[src/rtl/alu_sched_pkg.sv]
// Shared types for the two-requester ALU scheduler.
package alu_sched_pkg;

  typedef enum logic {
    IDLE = 1'b0,
    FULL = 1'b1
  } sched_state_t;

  typedef logic req_id_t;

  localparam int NUM_REQ = 2;

endpackage

[src/rtl/alu.sv]
// Combinational N-bit ALU; RMLT multiplies an integer A by a signed Q1.(N-1) fraction B.
`ifndef ALUCODES
`define ALUCODES
`define RA   3'd0
`define RB   3'd1
`define RADD 3'd2
`define RSUB 3'd3
`define RMLT 3'd4
`define RAND 3'd5
`define ROR  3'd6
`define RXOR 3'd7
`endif

module alu #(
  parameter int N = 8
) (
  input  logic [N-1:0] a,
  input  logic [N-1:0] b,
  input  logic [2:0]   func,
  output logic [N-1:0] result,
  output logic         zf
);

  logic signed [2*N-1:0] a_ext;
  logic signed [2*N-1:0] b_ext;
  logic signed [2*N-1:0] product;
  logic                  unused_product_msb;

  assign a_ext   = {{N{a[N-1]}}, a};
  assign b_ext   = {{N{b[N-1]}}, b};
  assign product = a_ext * b_ext;
  // Dropping the N-1 fraction bits of the Q1.(N-1) operand floors toward -inf.
  assign unused_product_msb = product[2*N-1];

  // NOTE: every output of an always_comb gets a default first, so no path can infer a latch.
  always_comb begin
    result = '0;
    case (func)
      `RA:     result = a;
      `RB:     result = b;
      `RADD:   result = a + b;
      `RSUB:   result = a - b;
      `RMLT:   result = product[2*N-2:N-1];
      `RAND:   result = a & b;
      `ROR:    result = a | b;
      `RXOR:   result = a ^ b;
      default: result = '0;
    endcase
  end

  assign zf = (result == '0);

endmodule

[src/rtl/alu_scheduler.sv]
// Round-robin sharing of one ALU between two valid/ready requesters, with a
// one-entry registered response buffer and a completed-operation counter.
module alu_scheduler
  import alu_sched_pkg::*;
#(
  parameter int N     = 8,
  parameter int CNT_W = 16
) (
  input  logic             clk,
  input  logic             reset,
  input  logic             req0_valid,
  output logic             req0_ready,
  input  logic [N-1:0]     req0_a,
  input  logic [N-1:0]     req0_b,
  input  logic [2:0]       req0_func,
  input  logic             req1_valid,
  output logic             req1_ready,
  input  logic [N-1:0]     req1_a,
  input  logic [N-1:0]     req1_b,
  input  logic [2:0]       req1_func,
  output logic             rsp_valid,
  input  logic             rsp_ready,
  output logic             rsp_id,
  output logic [N-1:0]     rsp_result,
  output logic             rsp_zf,
  output logic [CNT_W-1:0] ops_done
);

  sched_state_t       state;
  sched_state_t       state_next;
  req_id_t            last_grant;
  req_id_t            sel;
  logic [NUM_REQ-1:0] req_valid;
  logic               can_accept;
  logic               accept;
  logic               retire;
  logic [N-1:0]       alu_a;
  logic [N-1:0]       alu_b;
  logic [2:0]         alu_func;
  logic [N-1:0]       alu_result;
  logic               alu_zf;

  assign req_valid = {req1_valid, req0_valid};

  // NOTE: sequential state is written with <= so every register samples pre-edge values.
  always_ff @(posedge clk) begin
    if (reset) state <= IDLE;
    else       state <= state_next;
  end

  always_comb begin
    state_next = state;
    case (state)
      IDLE:    if (accept) state_next = FULL;
      FULL:    if (retire && !accept) state_next = IDLE;
      default: state_next = IDLE;
    endcase
  end

  always_comb begin
    rsp_valid  = (state == FULL);
    can_accept = (state == IDLE) || ((state == FULL) && rsp_ready);
  end

  // With both requesters waiting, the one not granted last time wins.
  always_comb begin
    if (&req_valid) sel = ~last_grant;
    else            sel = req_valid[1];
  end

  assign accept     = can_accept && (|req_valid);
  assign retire     = rsp_valid && rsp_ready;
  assign req0_ready = accept && (sel == 1'b0);
  assign req1_ready = accept && (sel == 1'b1);

  assign alu_a    = sel ? req1_a    : req0_a;
  assign alu_b    = sel ? req1_b    : req0_b;
  assign alu_func = sel ? req1_func : req0_func;

  alu #(.N(N)) u_alu (
    .a      (alu_a),
    .b      (alu_b),
    .func   (alu_func),
    .result (alu_result),
    .zf     (alu_zf)
  );

  always_ff @(posedge clk) begin
    if (reset) begin
      rsp_id     <= 1'b0;
      rsp_result <= '0;
      rsp_zf     <= 1'b0;
      last_grant <= 1'b1;
      ops_done   <= '0;
    end else begin
      if (accept) begin
        rsp_id     <= sel;
        rsp_result <= alu_result;
        rsp_zf     <= alu_zf;
        last_grant <= sel;
      end
      if (retire) ops_done <= ops_done + CNT_W'(1);
    end
  end

endmodule

[config.mk]
export PLATFORM = sky130hd
export DESIGN_NAME = alu_scheduler
export DESIGN_NICKNAME = d
export VERILOG_FILES = /design/src/rtl/alu_sched_pkg.sv /design/src/rtl/alu.sv /design/src/rtl/alu_scheduler.sv
export SDC_FILE = /design/constraint.sdc
export NUM_CORES = 1
export LEC_CHECK = 0
export BUFFER_PORTS_ARGS = -buffer_cell sky130_fd_sc_hd__buf_2
export CAP_MARGIN = 20
export CORE_MARGIN = 2
export CORE_UTILIZATION = 30
export DETAILED_ROUTE_END_ITERATION = 7
export MAX_ROUTING_LAYER = met4
export SLEW_MARGIN = 20
export SYNTH_ARGS = -nofsm -noshare
export SYNTH_HDL_FRONTEND = slang
export SYNTH_HIERARCHICAL = 1
export SYNTH_SLANG_ARGS = --single-unit
[constraint.sdc]
create_clock -name clk -period 6.4 [get_ports clk]
set_input_delay 0.64 -clock clk [delete_from_list [all_inputs] [get_ports clk]]
set_output_delay 0.64 -clock clk [all_outputs]
set_load 0.05 [all_outputs]
## After elaboration in Yosys (flattened, before gate mapping)

Index checks and enable logic that the tools add are counted.

| operators by class | value |
|---|---|
| add/subtract/negate cells | 3 |
| multiply operators | 1 |
| equality and inequality tests | 7 |
| multiplexer cells | 8 |
| bitwise logic cells | 6 |
| reduce and logical (&&, ||, !) cells | 11 |

Operators with widths:

| kind | number |
|---|---|
| 8-bit case mux with 8 select lines | 1 |
| 16-bit by 1-bit adder with 16-bit output (second input constant) | 1 |
| 8-bit two-way mux | 2 |
| 8-bit by 8-bit multiplier with 15-bit output | 1 |
| 3-bit == test (second input constant) | 4 |
| 8-bit adder | 1 |
| 8-bit AND | 1 |
| 8-bit logical NOT | 1 |
| 8-bit bitwise OR | 1 |
| 8-bit subtractor | 1 |
| 8-bit bitwise XOR | 1 |
| 3-bit by 2-bit == test with 1-bit output (second input constant) | 2 |
| 1-bit logical AND | 5 |
| 3-bit by 1-bit == test with 1-bit output (second input constant) | 1 |
| 3-bit logical NOT | 1 |
| 1-bit two-way mux | 3 |
| 3-bit two-way mux | 1 |
| 1-bit inverter | 3 |
| 1-bit case mux with 2 select lines | 1 |
| 2-bit AND reduction | 1 |
| 2-bit OR reduction | 1 |
| 1-bit logical NOT | 1 |
| 1-bit logical OR | 1 |

| storage, ports and cells | value |
|---|---|
| bits in registers | 28 |
| logic and storage cells | 42 |

## Longest topological paths before layout

| logic depth | value |
|---|---|
| word-level depth | 7 |
| depth in mapped cells | 24 |

## Hierarchy

The synthesis kept the hierarchy.

By module, submodules not included:

| module | instances | cells an instance | area an instance (um2) | sequential area each (um2) |
|---|---|---|---|---|
| alu | 1 | 430 | 3445.8 | 0.0 |
| alu_scheduler | 1 | 160 | 1400.1 | 560.5 |

## Worst setup path after synthesis

No wires, ideal clock.

| path | value |
|---|---|
| kind | input port to flip-flop |
| from | input req1_valid |
| to | register rsp_zf |
| setup time | 0.070 ns |
| arrival | 5.820 ns |
| path slack | 0.509 ns |
| stages on the path | 24 |
| path through | a21boi_1 > buf_2 > mux2_2 > clkbuf_1 > inv_1 > nor2_1 > fa_1 > inv_1 > fa_1 > inv_1 > fa_1 > inv_1 > fa_1 > inv_1 > ha_1 > nand2_1 > nor2_1 > a21oi_2 > a311o_1 > xnor2_2 > o22ai_2 > nor4_2 > nand2_1 > a21oi_1 |

| between the ends | value |
|---|---|
| longest elaborated chain between the ends | 6 |

Ends and longest elaborated chain:

| element | RTL line | text |
|---|---|---|
| start, declared | alu_scheduler.sv:16 | `input logic req1_valid,` |
| 2-bit AND reduction | alu_scheduler.sv:67 | `if (&req_valid) sel = ~last_grant;` |
| 1-bit two-way mux * | alu_scheduler.sv:67 |  |
| 8-bit two-way mux * | alu_scheduler.sv:77 | `assign alu_b = sel ? req1_b : req0_b;` |
| named net alu_b[3] | alu_scheduler.sv:38 | `logic [N-1:0] alu_b;` |
| 8-bit by 8-bit multiplier with 15-bit output (tied with other cells) | alu.sv:31 | `assign product = a_ext * b_ext;` |
| 8-bit case mux with 8 select lines * | alu.sv:38 | `case (func)` |
| named net alu_result[7] | alu_scheduler.sv:40 | `logic [N-1:0] alu_result;` |
| 8-bit logical NOT * | alu.sv:51 | `assign zf = (result == '0);` |
| named net alu_zf | alu_scheduler.sv:41 | `logic alu_zf;` |
| end signal, assigned | alu_scheduler.sv:99 | `rsp_zf <= alu_zf;` |
| end, declared | alu_scheduler.sv:25 | `output logic rsp_zf,` |

The timed path passes the listed nets; every way through them passes the cells marked *.
A chain may end at the register's enable or synchronous reset.

## Worst setup path after layout

| path | value |
|---|---|
| from | input req1_valid |
| to | register rsp_zf |

| between the ends | value |
|---|---|
| longest elaborated chain between the ends | 6 |

Ends and longest elaborated chain:

| element | RTL line | text |
|---|---|---|
| 2-bit AND reduction | alu_scheduler.sv:67 |  |
| 1-bit two-way mux * | alu_scheduler.sv:67 |  |
| 8-bit two-way mux * | alu_scheduler.sv:76 | `assign alu_a = sel ? req1_a : req0_a;` |
| named net alu_a[7] | alu_scheduler.sv:37 | `logic [N-1:0] alu_a;` |
| 8-bit by 8-bit multiplier with 15-bit output (tied with other cells) | alu.sv:31 |  |
| 8-bit case mux with 8 select lines * | alu.sv:38 |  |
| named net alu_result[7] | alu_scheduler.sv:40 |  |
| 8-bit logical NOT * | alu.sv:51 |  |
| named net alu_zf | alu_scheduler.sv:41 |  |

Marked as above.

==> impl_metrics.csv <==
group,metric,value,unit
final_layout,n_antenna_cell,0,
clock_network,postCtsSetupRepairBufs,0,
worst_setup_path,slowest_delay,560,ps
synthesis,synth_edf_count,0,
floorplan,num_rows,46,
sta,timing.final.hold_violations,0,
clock_network,cts-root-buf,"clkbuf_16",
clock_network,cts_hold_buffers,0,
worst_setup_path,crit_slowest_cell,"fa_1",
synthesis,ys.flop_type,"dfxtp_1",
run_status,status,"finished clean",
pwr,power_leakage,0.002706,uW
synthesis,synth_top_area_cell,"fa_1",
clock_network,clkSlewWorstSetupHoldPaths,60,ps
placed_design,place_ws,105.8,ps
sta,worst_slack,379.9,ps
global_routing,grt_pass1_wl,21.44,mm
clock_network,cts_tree,"done",
synthesis,synth.distinct_cells,72,
worst_setup_path,cp_common_cell,"inv_1",
clock_network,cts_buffers,3,
worst_setup_path,cp_max_fo,21,
floorplan,die_h,131.1,um
final_layout,fin_nets,809,
worst_setup_path,endpoint_kind,"flip-flop",
worst_setup_path,crit_buf_inv,7,
worst_setup_path,arrival,6210,ps
global_routing,grt-ovfl-total,0,
routing,drt-wirelength-per-cell,15.04,um
synthesis,ys_seq_area_share,11.57,%
final_layout,instances_no_fill,880,
global_routing,grt_usage,16.23,%
sta,slew_headroom,41.66,%
worst_setup_path,critPathTopFamily,"adder cells",
final_layout,multi_input_area,3832,um2
sta,finClkSkew,5.860,ps
final_layout,n_fill_cell,1695,
pwr,peakVddDrop,183.5,uV
final_layout,seq_area,560.5,um2
clock_network,h-tree-depth,1,
routing,wirelength,13.23,mm
global_routing,grt_max_degree,32,
final_layout,utilization,35.58,%
synthesis,yosys_warnings,6,
synthesis,netlist_area,4846,um2
worst_setup_path,cp_cell_sequence,"buf_2 > a21boi_2 > buf_12 > mux2_2 > inv_1 > nor2_1 > fa_1 > inv_1 > fa_1 > inv_1 > fa_1 > inv_1 > fa_1 > inv_1 > ha_1 > nand4b_2 > o211ai_2 > a21oi_2 > a311o_1 > xnor2_2 > o22ai_2 > nor4_2 > nand2_1 > a21oi_1",
sta,finalSetupViolations,0,
worst_setup_path,worstSetupPathType,"in -> reg",
sta,period_minus_slack,6020,ps
clock_network,postCtsResizedCells,0,
sta,grt_setup_unrepaired,"false",
sta,worst_pin_slew,869.2,ps
floorplan,start_util,30.62,%
placed_design,portBuffers,71,
routing,drc_errors,0,
synthesis,syn-num-nets,734,
clock_network,clk-insertion-delay-late,260,ps
worst_setup_path,cp.required,6590,ps
final_layout,layout_common_cells,"94 x inv_1, 80 x nor2_1, 71 x buf_2",
worst_setup_path,crit_path_start_kind,"input pin",
final_layout,drive_gt1_share,20.18,%
synthesis,post-synth-top-area-fraction,21.07,%
floorplan,ios,72,
routing,drt-initial-drc-count,244,
clock_network,cts_num_sinks,28,
flow_run,maxCapViolCount,0,
floorplan,dieArea,17190,um2
min_path,hold_path_class,"reg -> reg",
final_layout,area_delta_synth_final,16.21,%
sta,fmax,0.1661,GHz
routing,vias,4248,
synthesis,synthCells,590,
final_layout,final_common_cell,"inv_1",
global_routing,antenna_found_initial,0,
sta,slew_violations,0,
worst_setup_path,reg2reg_setup_slack,570,ps
placed_design,placedCellCount,876,
routing,first_pass_iters,4,
placed_design,dp_hpwl,10.97,mm
clock_network,cts.path.max_buffers,2,
floorplan,fp.coreArea,15830,um2
global_routing,grt_pass1_vias,4160,
synthesis,yosys-top-cells-area,"fa_1 21%, ha_1 13%, dfxtp_1 12%",
sta,fin_crit_sh,94.06,%
routing,ant_nets,0,
synthesis,syn_area_per_cell,8.213,um2
synthesis,synth-seq-cells,28,
pwr,p_per_area,365.3,nW/um2
synthesis,synth-async-reset-ratio,0,%
placed_design,routabilityCongestion,0.8872,
floorplan,die_w,131.1,um
routing,vias_per_cell,4.827,
sta,tns,0,ps
## cell usage after synthesis, types with 2 or more instances
master    number
nand3_1       11
o221ai_1       2
nand2b_1       6
nor2b_1        4
a31oi_1        3
o21a_1         5
mux2_2        21
or3_1          4
nor3_1        12
buf_2          5
dfxtp_1       28
fa_1          51
buf_4          2
o22ai_1        3
nand4_1        2
mux2i_1       10
clkbuf_1      10
and2_0         2
xor2_1         5
o21ai_0       15
inv_1         94
ha_1          50
a21oi_1       26
clkinv_1       4
nor4_1         4
o21ai_1        2
nor2_1        80
a211oi_1       3
a21boi_0       3
and3_1         4
o211ai_1       3
nand2_1       49
a21oi_2        3
xnor2_1       25
nor4_4         2
## cell families (layout without fill, tap and decap cells)
logic type / count (synthesis) / in the layout / synth area share, %
and+or+nand+nor: 193 / 193 / 19.24
muxes: 33 / 33 / 7.488
DFF: 28 / 28 / 11.57
AOI/OAI and AO/OA: 88 / 88 / 12.55
buffers and inverters: 116 / 190 / 9.424
adders and majority gates: 101 / 101 / 33.98
xor gates and xnor gates: 31 / 31 / 5.758
## power by group
part,leakage [uW],internal (uW),switching [uW]
logic,0.00243,703,971
clock network,0.0000511,124,59.0
registers,0.000228,190,8.92
total,0.00271,1020,1040
## registers in the layout (all words and copies together), names as in the netlist
signal / flops
last_grant: 1
rsp_valid: 1
rsp_id: 1
rsp_zf: 1
ops_done: 16
rsp_result: 8
## worst register-to-register path: cells and delay by family, from the launching register on
| family | cells | cell delay, ps |
|---|---|---|
| AOI/OAI and AO/OA | 6 | 1220 |
| xor gates and xnor gates | 1 | 160 |
| adders and majority gates | 5 | 2400 |
| buffers and inverters | 6 | 630 |
| DFF | 1 | 320 |
| muxes | 1 | 440 |
| and+or+nand+nor | 4 | 580 |
## metal layers
layer | track usage (%) | wire length (um) | vias to the layer above
met2 | 27.10 | 6510 | 94
met3 | 1.055 | 492 | 6
met1 | 22.74 | 6161 | 2059
met4 | 1.126 | 68 | 0
li1 | - | - | 2089
met5 | - | 0 | -
## layout make-up
cell class	count	share of cell area, %
multi-input combinational	446	68.05
clock inverter	1	0.5332
timing repair buffer	88	8.798
clock buffer	3	1.333
tap	216	4.799
inverter	98	6.532
sequential	28	9.953
## metrics by stage
stage	power, uW	cell area [um2]	hold slack, ps
finish	2057	5632	453.1
floorplan	1497	4846	438.2
CTS	2072	5632	456.9
global route	2285	5632	468.2
detailed placement	1880	5527	447.5
global placement	1854	5527	443.7
## final timing paths
check / start / to / cells past startpoint
worst max-delay path: req1_valid / rsp_zf / 24
worst min-delay path: rsp_result[4] / rsp_result[4] / 2
worst max register to register: last_grant / rsp_zf / 23
worst min register to register: rsp_result[4] / rsp_result[4] / 2
Note: power is estimated with default switching activity, not from simulation.
